<file path="config.mk">
export PLATFORM = sky130hd
export DESIGN_NAME = mul_div_sequencer
export DESIGN_NICKNAME = d
export VERILOG_FILES = /design/src/rtl/mul_div_sequencer.sv
export SDC_FILE = /design/constraint.sdc
export NUM_CORES = 1
export LEC_CHECK = 0
export BUFFER_PORTS_ARGS = -buffer_cell sky130_fd_sc_hd__buf_4
export CORE_AREA = 5 5 169 171
export DETAILED_ROUTE_END_ITERATION = 10
export DIE_AREA = 0 0 174 176
export PLACE_DENSITY = 0.79
export SETUP_SLACK_MARGIN = 0.1
export SYNTH_ARGS = -nofsm -noshare
export SYNTH_HDL_FRONTEND = slang
export SYNTH_SLANG_ARGS = --single-unit
export TNS_END_PERCENT = 5
</file>
<file path="constraint.sdc">
create_clock -name clk -period 5.9 [get_ports clk]
set_input_delay 0.295 -clock clk [delete_from_list [all_inputs] [get_ports clk]]
set_output_delay 0.295 -clock clk [all_outputs]
set_load 0.03 [all_outputs]
</file>
<file path="src/rtl/mul_div_sequencer.sv">
// Multi-cycle UMUL/SMUL/UDIV sequencer that borrows the execute-stage ALU,
// running one ALU operation per cycle and stalling the pipeline until done.
module mul_div_sequencer (
  input  logic        clk,
  input  logic        rst_n,
  input  logic        start,
  input  logic [1:0]  op,
  input  logic [31:0] src_a,
  input  logic [31:0] src_b,
  input  logic [31:0] pipe_a,
  input  logic [31:0] pipe_b,
  input  logic [5:0]  pipe_op3,
  input  logic        pipe_cin,
  output logic [31:0] alu_a,
  output logic [31:0] alu_b,
  output logic [5:0]  alu_op3,
  output logic        alu_cin,
  input  logic [31:0] alu_out,
  input  logic        alu_c,
  output logic        busy,
  output logic        stall,
  output logic        done,
  output logic        div_zero,
  output logic [31:0] result_hi,
  output logic [31:0] result_lo
);

  typedef enum logic [2:0] {
    S_IDLE, S_NEG_A, S_NEG_B, S_STEP, S_FIX_LO, S_FIX_HI, S_DONE
  } state_t;

  localparam logic [1:0] OP_UMUL = 2'b00;
  localparam logic [1:0] OP_SMUL = 2'b01;
  localparam logic [1:0] OP_UDIV = 2'b10;
  localparam logic [1:0] OP_RSVD = 2'b11;

  localparam logic [5:0] ALU_SUB   = 6'b000100;
  localparam logic [5:0] ALU_ADDCC = 6'b010000;
  localparam logic [5:0] ALU_SUBCC = 6'b010100;
  localparam logic [5:0] ALU_SUBX  = 6'b001100;

  state_t      state, state_nxt;
  logic [4:0]  count, count_nxt;
  logic [31:0] acc, acc_nxt;
  logic [31:0] mq, mq_nxt;
  logic [31:0] mcand, mcand_nxt;
  logic [1:0]  op_r, op_nxt;
  logic        sign, sign_nxt;
  logic        borrow, borrow_nxt;
  logic        dz_nxt;
  logic        ge;

  logic [31:0] seq_a, seq_b;
  logic [5:0]  seq_op3;
  logic        seq_cin;
  logic        pass;

  // ALU operands the sequencer presents; depends only on registered state.
  always_comb begin
    seq_a   = 32'd0;
    seq_b   = 32'd0;
    seq_op3 = 6'd0;
    seq_cin = 1'b0;
    case (state)
      S_NEG_A: begin
        seq_b   = mcand;
        seq_op3 = ALU_SUB;
      end
      S_NEG_B: begin
        seq_b   = mq;
        seq_op3 = ALU_SUB;
      end
      S_STEP: begin
        if (op_r == OP_UDIV) begin
          seq_a   = {acc[30:0], mq[31]};
          seq_b   = mcand;
          seq_op3 = ALU_SUBCC;
        end else begin
          seq_a   = acc;
          seq_b   = mq[0] ? mcand : 32'd0;
          seq_op3 = ALU_ADDCC;
        end
      end
      S_FIX_LO: begin
        if (sign) begin
          seq_b   = mq;
          seq_op3 = ALU_SUBCC;
        end
      end
      S_FIX_HI: begin
        if (sign) begin
          seq_b   = acc;
          seq_op3 = ALU_SUBX;
          seq_cin = borrow;
        end
      end
      default: ;
    endcase
  end

  always_comb begin
    state_nxt  = state;
    count_nxt  = count;
    acc_nxt    = acc;
    mq_nxt     = mq;
    mcand_nxt  = mcand;
    op_nxt     = op_r;
    sign_nxt   = sign;
    borrow_nxt = borrow;
    dz_nxt     = div_zero;
    ge         = 1'b0;
    case (state)
      S_IDLE: begin
        if (start && op != OP_RSVD) begin
          op_nxt     = op;
          count_nxt  = 5'd0;
          dz_nxt     = 1'b0;
          borrow_nxt = 1'b0;
          sign_nxt   = (op == OP_SMUL) & (src_a[31] ^ src_b[31]);
          acc_nxt    = 32'd0;
          if (op == OP_UDIV) begin
            mcand_nxt = src_b;
            mq_nxt    = src_a;
          end else begin
            mcand_nxt = src_a;
            mq_nxt    = src_b;
          end
          if (op == OP_UDIV && src_b == 32'd0) begin
            // Divide by zero finishes immediately with remainder = dividend.
            dz_nxt    = 1'b1;
            acc_nxt   = src_a;
            mq_nxt    = 32'hFFFF_FFFF;
            state_nxt = S_DONE;
          end else if (op == OP_SMUL) begin
            state_nxt = S_NEG_A;
          end else begin
            state_nxt = S_STEP;
          end
        end
      end
      S_NEG_A: begin
        if (mcand[31]) mcand_nxt = alu_out;
        state_nxt = S_NEG_B;
      end
      S_NEG_B: begin
        if (mq[31]) mq_nxt = alu_out;
        state_nxt = S_STEP;
      end
      S_STEP: begin
        count_nxt = count + 5'd1;
        if (op_r == OP_UDIV) begin
          // acc[31] set means the shifted remainder exceeds 32 bits.
          ge      = acc[31] | ~alu_c;
          acc_nxt = ge ? alu_out : seq_a;
          mq_nxt  = {mq[30:0], ge};
        end else begin
          acc_nxt = {alu_c, alu_out[31:1]};
          mq_nxt  = {alu_out[0], mq[31:1]};
        end
        if (count == 5'd31)
          state_nxt = (op_r == OP_SMUL) ? S_FIX_LO : S_DONE;
      end
      S_FIX_LO: begin
        if (sign) begin
          mq_nxt     = alu_out;
          borrow_nxt = alu_c;
        end
        state_nxt = S_FIX_HI;
      end
      S_FIX_HI: begin
        if (sign) acc_nxt = alu_out;
        state_nxt = S_DONE;
      end
      S_DONE: state_nxt = S_IDLE;
      default: state_nxt = S_IDLE;
    endcase
  end

  always_ff @(posedge clk) begin
    if (!rst_n) begin
      state     <= S_IDLE;
      count     <= 5'd0;
      acc       <= 32'd0;
      mq        <= 32'd0;
      mcand     <= 32'd0;
      op_r      <= OP_UMUL;
      sign      <= 1'b0;
      borrow    <= 1'b0;
      div_zero  <= 1'b0;
      result_hi <= 32'd0;
      result_lo <= 32'd0;
    end else begin
      state    <= state_nxt;
      count    <= count_nxt;
      acc      <= acc_nxt;
      mq       <= mq_nxt;
      mcand    <= mcand_nxt;
      op_r     <= op_nxt;
      sign     <= sign_nxt;
      borrow   <= borrow_nxt;
      div_zero <= dz_nxt;
      if (state_nxt == S_DONE && state != S_DONE) begin
        result_hi <= acc_nxt;
        result_lo <= mq_nxt;
      end
    end
  end

  assign pass    = (state == S_IDLE) || (state == S_DONE);
  assign alu_a   = pass ? pipe_a   : seq_a;
  assign alu_b   = pass ? pipe_b   : seq_b;
  assign alu_op3 = pass ? pipe_op3 : seq_op3;
  assign alu_cin = pass ? pipe_cin : seq_cin;

  assign busy  = (state != S_IDLE);
  assign stall = !pass;
  assign done  = (state == S_DONE);

endmodule

</file>
==> metrics <==
required time at the endpoint of the critical path=6.25 ns; number of iterations in the first detailed-routing pass=9; num ports=312; most area-consuming cells after synthesis=sky130_fd_sc_hd__dfxtp_1 29%, sky130_fd_sc_hd__mux2i_1 11%, sky130_fd_sc_hd__o21ai_0 5.8%; layout net count=1,821; Maximum Capacitance Violations=0; Port Buffer Count=311; layout-stage area growth over the synthesis result=23.6%; critical path arrival=4.38 ns; number of clock buffers inserted by TritonCTS=17; number of enable-type register cells in the synthesized netlist=0; FP Rows=60; final setup violating endpoints=0; sequential share of the synthesized area=0.290; Fill cells=2,460; pwr dens=about 260 nW/um2; Max Clock Freq=0.248 GHz; slew of the pin with the lowest slew margin=1.28 ns; CTS tree=yes; reg-to-reg critical path endpoint=result_hi[12]; startpoint of the most critical hold path=src_a[22]; ratio of cells with drive above 1 in the final layout=0.299; setup TNS=0 ns; Post-DP HPWL=roughly 32 mm; post-synth top area share=0.290; reg-to-reg slack, setup=1.87 ns; relative max-transition margin=0.144; sequence of cells on the critical path=nand3b_4 -> nor3_4 -> buf_4 -> a22o_1 -> a221o_1 -> a21oi_2 -> a211oi_2; Longest Clk Path Bufs=2; Worst path top cell family by delay=simple AND/OR/NAND/NOR gates; unrepaired setup endpoints after global routing=false; CTS H-tree lvls=4; worst min path class=in -> reg; final routed wire length divided by cell count=23.9 um; Synthesized Nets=between 1,500 and 2,000; Synth async-reset ratio=0; setup skew after layout=0.00943 ns; starting utilization of the core area=0.447; total die area=30,600 um2; total of warnings raised by yosys=0; maximum fanout along the worst path=72; slowest cell on the critical path=sky130_fd_sc_hd__nor3_4; Setup CP Type=reg -> reg; startpoint of the lowest-slack register-to-register path=state[1]; WP buf/inv=1; via count=13,100; post-cts repair resize count=0; first-pass GRT wire length=72.7 mm; routability congestion estimate from global placement=slightly above 0.9; pin count of the biggest net entering global routing=95; kind of start point of the critical path=register; Stages on worst setup path=7; antenna diode instance count=0; flip-flop and latch count after synthesis=around 170; routed vias/inst=6.55; dominant register cell in the synthesized netlist=sky130_fd_sc_hd__dfxtp_1; all-layer global routing usage=0.295; pins over their slew limit=0; number of nets still failing antenna checks after routing=0; total wirelength of the detailed-routed design=47.9 mm; leftover overflow at the end of global routing=0; worst slack on hold paths=0.122 ns; clock insertion delay at the later pin of the skew report=~0.44 ns; minimum period implied by the final worst setup slack=4.03 ns; capture endpoint of the worst hold path=acc[22]; footprint of the multi-input gates=a little under 8000 um2; Reg2Reg Depth=7; Mean Syn Cell Area=8.26 um2; cell type with the highest aggregate area in the netlist=sky130_fd_sc_hd__dfxtp_1; core region area=26,700 um2; via count of the first global-routing pass=~13,000; Initial DRC Count=2,002; leading cell types by count after synthesis=173 x sky130_fd_sc_hd__dfxtp_1, 138 x sky130_fd_sc_hd__o21ai_0, 127 x sky130_fd_sc_hd__mux2i_1; height of the die=176 um; root buffer cell=sky130_fd_sc_hd__clkbuf_16; number of unique standard cell types used by synthesis=65; die width=174 um; run status=completed; dominant cell by count in the synthesized netlist=sky130_fd_sc_hd__dfxtp_1; leak pwr=6.18 nW; maximum vdd drop=153 uV; clock-pin transition on the worst setup and hold timing paths=around 0.07 ns; count of clock tree sinks=about 170; final period utilization=0.683; Setup crit end kind=register; cts hold-fix bufs=0; antenna violations before repair=0; final hold violation count=0; residual DRC count=0; area used by sequential logic in the layout=between 3000 and 4000 um2; Cells after Synth=1,445; number of stages on the worst hold path=3; post-synthesis instance area=11,900 um2; Max stage delay on crit path=1.07 ns; postcts setup bufs=0
[cell usage in the layout, fill, tap and decap left out, types with 11 or more instances in the layout]
cell type	netlist	layout
sky130_fd_sc_hd__o21ai_1	26	26
sky130_fd_sc_hd__nand2b_1	34	34
sky130_fd_sc_hd__nand2_1	121	121
sky130_fd_sc_hd__mux2i_1	127	127
sky130_fd_sc_hd__a21oi_2	37	37
sky130_fd_sc_hd__nand3_1	11	11
sky130_fd_sc_hd__a211oi_2	31	31
sky130_fd_sc_hd__and3_1	34	34
sky130_fd_sc_hd__a21o_1	33	33
sky130_fd_sc_hd__a22o_1	32	32
sky130_fd_sc_hd__nor2b_1	37	35
sky130_fd_sc_hd__a221o_1	31	31
sky130_fd_sc_hd__mux2_2	32	32
sky130_fd_sc_hd__o221ai_1	31	31
sky130_fd_sc_hd__nor2_1	109	106
sky130_fd_sc_hd__a211oi_1	35	35
sky130_fd_sc_hd__a222oi_1	32	32
sky130_fd_sc_hd__a2111oi_0	14	14
sky130_fd_sc_hd__buf_4	9	331
sky130_fd_sc_hd__o21ai_0	138	138
sky130_fd_sc_hd__a21oi_1	99	97
sky130_fd_sc_hd__clkbuf_16	0	17
sky130_fd_sc_hd__dfxtp_1	173	169
[layer usage]
layer / share of wire / track usage / up-vias
met5: 0 / 0 / -
met4: 0.043 / 0.125 / 0
met3: 0.12 / 0.0805 / 173
met2: 0.45 / 0.466 / 942
met1: 0.39 / 0.381 / 6138
li1: - / - / 5854
[registers in the layout, indices dropped and copies added, names as in the netlist]
signal,flops
mcand,32
sign,1
acc,32
div_zero,1
count,5
result_hi,32
state,3
borrow,1
op_r,2
result_lo,32
mq,32
[worst min-delay path: cells and delay by family]
family,cells,cell delay [ns]
buf+inv,1,0.10
compound gates,1,0.06
simple gates,1,0.07
[kinds of logic (layout without fill, tap and decap cells)]
family	Yosys count	in the layout	synth area share
DFF	173	173	0.290
xor gates and xnor gates	1	1	0.000734
muxes	160	160	0.138
buffers and inverters	155	369	0.0636
AOI/OAI and AO/OA	575	575	0.352
and+or+nand+nor	379	379	0.154
adders and majority gates	2	2	0.00210
[worst max path at each step]
| stage | from | end | slack (ns) |
|---|---|---|---|
| final | state[1] | result_hi[12] | 1.87 |
| after global routing | state[1] | result_hi[31] | 1.70 |
| after CTS | state[1] | result_hi[12] | 2.01 |
| after detailed placement | state[1] | result_hi[29] | 2.02 |
| after global placement | state[1] | result_hi[31] | 2.14 |
| after floorplan | op_r[1] | alu_a[10] | 3.69 |
[through the flow]
| step | total power [mW] | util | instances | instance area [um2] | worst slack (ns) |
|---|---|---|---|---|---|
| floorplan | 2.19 | - | 1445 | 11900 | 3.69 |
| global placement | 2.64 | 0.531 | 1968 | 14200 | 2.14 |
| detailed placement | 2.67 | 0.531 | 1968 | 14200 | 2.02 |
| CTS | 3.78 | 0.552 | 2000 | 14800 | 2.01 |
| global route | 3.94 | 0.552 | 2000 | 14800 | 1.70 |
| finish | 3.80 | 0.552 | 2000 | 14800 | 1.87 |
[layout make-up]
cell class | instances | area share
sequential | 173 | 0.235
clock buffer | 20 | 0.0309
inverter | 6 | 0.00170
tap | 341 | 0.0289
timing repair buffer | 331 | 0.168
multi-input combinational | 1117 | 0.528
clock inverter | 12 | 0.00754
[power breakdown]
group | internal [mW] | total [mW] | switching [mW]
sequential | 1.25 | 1.38 | 0.123
combinational | 0.494 | 1.30 | 0.807
clock | 0.608 | 1.12 | 0.514
total | 2.36 | 3.80 | 1.44
Note: power is estimated with default switching activity, not from simulation.
